--- src/rtl/fd_pipe_reg.sv ---
// ---------------------------------------------------------------------------
// fd_pipe_reg
//   F/D pipeline register of the P7 MIPS pipeline. It latches the fetched
//   PC and instruction each cycle, holds them on a decode stall, and squashes
//   the slot on an interrupt/exception request or an eret. A fetch address
//   error (AdEL) replaces the instruction with a nop and carries the
//   exception code. The delay-slot flag travels with the instruction so that
//   CP0 can set EPC/BD correctly.
//
// Ports
//   clk         in   1   clock, rising edge
//   reset       in   1   synchronous, active-high
//   req         in   1   interrupt/exception taken; flush to handler bubble
//   stall       in   1   hazard stall from decode; hold contents
//   eret_flush  in   1   eret in decode; squash the fetched slot
//   f_pc        in   32  PC of the instruction being fetched
//   f_instr     in   32  instruction word from instruction memory
//   f_is_bd     in   1   fetched instruction sits in a delay slot
//   d_pc        out  32  PC presented to decode
//   d_instr     out  32  instruction presented to decode (0 = nop)
//   d_exc_code  out  5   exception code carried with the instruction
//   d_is_bd     out  1   delay-slot flag for decode
//   d_valid     out  1   1 = real instruction, 0 = bubble
// ---------------------------------------------------------------------------
module fd_pipe_reg #(
    parameter logic [31:0] PC_RESET   = 32'h0000_3000,
    parameter logic [31:0] HANDLER_PC = 32'h0000_4180,
    parameter logic [31:0] IMEM_LO    = 32'h0000_3000,
    parameter logic [31:0] IMEM_HI    = 32'h0000_6ffc,
    parameter logic [4:0]  EXC_ADEL   = 5'd4
) (
    input  logic        clk,
    input  logic        reset,
    input  logic        req,
    input  logic        stall,
    input  logic        eret_flush,
    input  logic [31:0] f_pc,
    input  logic [31:0] f_instr,
    input  logic        f_is_bd,
    output logic [31:0] d_pc,
    output logic [31:0] d_instr,
    output logic [4:0]  d_exc_code,
    output logic        d_is_bd,
    output logic        d_valid
);

    // The slot is either holding a real instruction or a bubble; this state
    // register is the d_valid flag itself, so no extra storage is added.
    typedef enum logic [0:0] {
        ST_BUBBLE = 1'b0,
        ST_VALID  = 1'b1
    } slot_state_t;

    slot_state_t r_state;
    slot_state_t w_state_nxt;

    logic [31:0] r_pc;
    logic [31:0] r_instr;
    logic [4:0]  r_exc_code;
    logic        r_is_bd;

    logic [31:0] w_pc_nxt;
    logic [31:0] w_instr_nxt;
    logic [4:0]  w_exc_code_nxt;
    logic        w_is_bd_nxt;
    logic        w_adel;

    // Unsigned 32-bit range and alignment check on the fetch address.
    assign w_adel = (f_pc[1:0] != 2'b00) || (f_pc < IMEM_LO) || (f_pc > IMEM_HI);

    // Next-state selection: req > stall > eret_flush > load.
    always_comb begin
        w_state_nxt    = r_state;
        w_pc_nxt       = r_pc;
        w_instr_nxt    = r_instr;
        w_exc_code_nxt = r_exc_code;
        w_is_bd_nxt    = r_is_bd;

        if (req) begin
            // Handler bubble: the PC stays defined for the macroscopic PC view.
            w_state_nxt    = ST_BUBBLE;
            w_pc_nxt       = HANDLER_PC;
            w_instr_nxt    = 32'h0;
            w_exc_code_nxt = 5'd0;
            w_is_bd_nxt    = 1'b0;
        end else if (stall) begin
            // Hold everything; an AdEL on the stalled fetch is not recorded
            // because that fetch is re-presented after the stall.
            w_state_nxt = r_state;
        end else if (eret_flush) begin
            w_state_nxt    = ST_BUBBLE;
            w_pc_nxt       = f_pc;
            w_instr_nxt    = 32'h0;
            w_exc_code_nxt = 5'd0;
            w_is_bd_nxt    = 1'b0;
        end else begin
            // A faulting fetch is still a valid slot so the exception reaches CP0.
            w_state_nxt    = ST_VALID;
            w_pc_nxt       = f_pc;
            w_instr_nxt    = w_adel ? 32'h0 : f_instr;
            w_exc_code_nxt = w_adel ? EXC_ADEL : 5'd0;
            w_is_bd_nxt    = f_is_bd;
        end
    end

    always_ff @(posedge clk) begin
        if (reset) begin
            r_state    <= ST_BUBBLE;
            r_pc       <= PC_RESET;
            r_instr    <= 32'h0;
            r_exc_code <= 5'd0;
            r_is_bd    <= 1'b0;
        end else begin
            r_state    <= w_state_nxt;
            r_pc       <= w_pc_nxt;
            r_instr    <= w_instr_nxt;
            r_exc_code <= w_exc_code_nxt;
            r_is_bd    <= w_is_bd_nxt;
        end
    end

    assign d_pc       = r_pc;
    assign d_instr    = r_instr;
    assign d_exc_code = r_exc_code;
    assign d_is_bd    = r_is_bd;
    assign d_valid    = (r_state == ST_VALID);

endmodule

--- config.mk ---
export PLATFORM = sky130hd
export DESIGN_NAME = fd_pipe_reg
export DESIGN_NICKNAME = d
export VERILOG_FILES = /design/src/rtl/fd_pipe_reg.sv
export SDC_FILE = /design/constraint.sdc
export NUM_CORES = 1
export LEC_CHECK = 0
export BUFFER_PORTS_ARGS = -buffer_cell sky130_fd_sc_hd__buf_4
export CORE_ASPECT_RATIO = 1.2
export CORE_MARGIN = 5
export CORE_UTILIZATION = 46
export CTS_BUF_LIST = sky130_fd_sc_hd__clkbuf_4 sky130_fd_sc_hd__clkbuf_8
export CTS_CLUSTER_DIAMETER = 30
export DETAILED_ROUTE_END_ITERATION = 10
export PLACE_DENSITY = 0.81
export SLEW_MARGIN = 20
export SYNTH_ARGS = -nofsm -noshare
export SYNTH_HDL_FRONTEND = slang
export SYNTH_SLANG_ARGS = --single-unit
--- constraint.sdc ---
create_clock -name clk -period 2.2 [get_ports clk]
set_clock_uncertainty 0.15 [all_clocks]
set_input_delay 0.22 -clock clk [delete_from_list [all_inputs] [get_ports clk]]
set_output_delay 0.22 -clock clk [all_outputs]
set_load 0.02 [all_outputs]
==> flow_summary.ini <==
[sta]
relSlewSlack_pct = 62.7
drv_slew = 0
rsz0062_at_grt = no
min_period_ns = 2.09
setup_viol = 0
hold_violations = 0
tightest_slew_ns = 0.559
max_freq_ghz = 0.478
period_share_pct = 95.1
fin_setup_tns_ns = 0

[place]
dp_hpwl_mm = 5.50
port_buffers = 136
dpl_cell_area_um2 = 3770
routabilityCongestion = 0.725

[power]
power.switching_mw = 0.599
p_comb_share_pct = 15.2
pwr-share-seq_pct = 50.3
internal-power_mw = 1.89
powerDensity_nw_per_um2 = 591
pwr-share-clk_pct = 34.5
sw_frac_of_total_pct = 24.0
ir_worst_vdd_uv = 486
power.leakage_nw = 1.89

[cells_and_area]
layout_common_cells = 140 x buf_4, 67 x dfxtp_1, 64 x nand3_1
final_common_cell = buf_4
final_util_pct = 73.8
final_area_um2 = 4210
area_growth_pct = 55.6
drive_gt1_share_pct = 43.7
fin_nets = 507
fill_cells = 413
n_antenna_cell = 0

[clock_network]
ctsLongestPathBuffers = 2
h-tree-depth = 3
worstSkewPairLatency_ns = 0.32
cts.reportedPaths.clkPinSlew_ns = 0.06
ctsResizeCount = 0
clock-sinks = 67
cts_tree = built
cts_root_buf = clkbuf_8
cts_buffers = 9

[detailed_routing]
drc = 0
num_vias = 2643
drt_iter0_drc = 95
ant_nets = 0
via_per_inst = 5.09
drt_wl_total_mm = 8.33
wl_per_cell_um = 16.0
dr.pass1.iters = 5

[worst_hold_path]
hold_path_end = d_pc[14]$_SDFFE_PP0P_
hold_path_depth = 3
min_from = f_pc[14]
hold_path_class = in -> reg

[worst_setup_path]
rr_worst_depth = 4
critical_path_class = in -> reg
critPathMaxFanout = 32
end_kind = register
worst_setup_path_start_kind = input pin
arrival_ns = 2.20
worst_ep_required_time_ns = 2.31
r2r-start = d_pc[8]$_SDFFE_PP0P_
rrSetupSlack_ns = 0.66
r2r_end = d_pc[8]$_SDFFE_PP0P_

[yosys]
synth_area_um2 = 2710
yosys_warnings = 0
synth_top_area_share_pct = 49.5
yosysTopAreaCell = dfxtp_1
synthTopCellsByArea = dfxtp_1 50%, nand3_1 12%, mux2i_1 11%
synth-edff-count = 0
syn_inst = 281
synth_cell_types = 31
avgSynthCellArea_um2 = 9.64
ys_seq_area_share_pct = 49.5
ys.flop_type = dfxtp_1
synth_seq_cells = 67
ys_async_sr_fraction_pct = 0

[die]
dieArea_um2 = 7530
io_pins = 141
rows = 30
initial_core_util_pct = 47.5
die_h_um = 94.0
core_um2 = 5710
die_width_um = 80.0

[grt]
grt_overflow_total = 0
grt_pass1_vias = 2783
grt_pass1_wl_mm = 13.3
antenna_found_initial = 0
grtUsageTotal_pct = 22.7
grt_max_degree = 57

[flow_run]
max-cap-violations = 0

[outcome]
status = completed
-- synth_stat cells (2+ instances only) --
cell      number
a211oi_1       3
and2_1         3
buf_1          4
buf_2          2
buf_4          4
buf_6          3
clkbuf_1      15
dfxtp_1       67
mux2i_1       29
nand3_1       64
nor2_1        34
nor3_1         2
o21ai_1        2
o21ai_2       30
o21bai_1       2
or4_1          2
-- power by group through the flow --
| stage | registers, mW | logic, mW | clock network [mW] |
|---|---|---|---|
| after floorplan | 1.31 | 0.129 | 0 |
| after global placement | 1.28 | 0.324 | 0 |
| after detailed placement | 1.28 | 0.329 | 0 |
| after CTS | 1.25 | 0.371 | 0.887 |
| after global routing | 1.25 | 0.408 | 0.948 |
| final | 1.25 | 0.377 | 0.860 |
-- layer usage --
metal / vias to the layer above / part of all wire (%) / GRT usage (%)
met1: 1213 / 39 / 24.7
met5: - / 0 / 0
met3: 25 / 8.7 / 8.54
met2: 108 / 50 / 38.5
met4: 0 / 3.1 / 10.8
li1: 1297 / - / -
-- layout make-up --
class                           count  area (µm²)  share of cell area, %
Multi-Input combinational cell    188        1240                   29.3
Timing Repair Buffer              170        1370                   32.6
Inverter                            1        3.75                 0.0891
Tap cell                           80         100                   2.38
Sequential cell                    67        1340                   31.8
Clock buffer                       13         160                   3.80
-- metrics by stage --
stage               cells  hold WS [ns]  total power [mW]  setup WS [ns]
floorplan             284         0.142              1.44          0.534
global placement      478         0.299              1.60          0.383
detailed placement    478         0.308              1.61          0.348
CTS                   519     0.0000171              2.51          0.134
global route          519        0.0113              2.61         0.0126
finish                519        0.0105              2.49          0.109
-- logic make-up (layout without fill, tap and decap cells) --
kind of cell / count (synthesis) / count (layout) / synth area share [%]
muxes: 29 / 29 / 10.7
and+or+nand+nor: 114 / 114 / 21.5
AOI/OAI and AO/OA: 40 / 40 / 12.3
DFF: 67 / 67 / 49.5
xor gates and xnor gates: 1 / 1 / 0.324
other: 1 / 4 / 0.138
buffers and inverters: 29 / 184 / 5.50
-- flip-flops by register name, indices dropped and copies added (netlist names) --
name	count
d_exc_code	1
d_instr	32
d_is_bd	1
d_pc	32
d_valid	1
-- worst max path at each step --
| stage | start | endpoint | slack [ns] | cells after the start |
|---|---|---|---|---|
| 2_1_floorplan | f_pc[20] | d_instr[10]$_SDFFE_PP0N_ | 0.53 | 5 |
| 3_3_place_gp | f_pc[20] | d_instr[17]$_SDFFE_PP0N_ | 0.38 | 6 |
| 6_report | f_pc[20] | d_instr[15]$_SDFFE_PP0N_ | 0.11 | 7 |
| 5_1_grt | f_pc[20] | d_instr[0]$_SDFFE_PP0N_ | 0.01 | 7 |
| 4_1_cts | f_pc[27] | d_instr[0]$_SDFFE_PP0N_ | 0.13 | 7 |
| 3_5_place_dp | f_pc[20] | d_instr[0]$_SDFFE_PP0N_ | 0.35 | 6 |
-- critical path, cell delays in order --
cell and delay (ns):
dlygate4sd3_1 0.54, buf_4 0.14, or4_1 0.58, nor3_2 0.19
nand4_2 0.15, buf_12 0.21, o21ai_2 0.15
-- what timing repair did --
item | CTS | global route
hold endpoints to repair | 26 | 0
setup endpoints to repair | 0 | 0
setup buffers | 0 | 0
hold buffers | 28 | 0
Note: power is estimated with default switching activity, not from simulation.
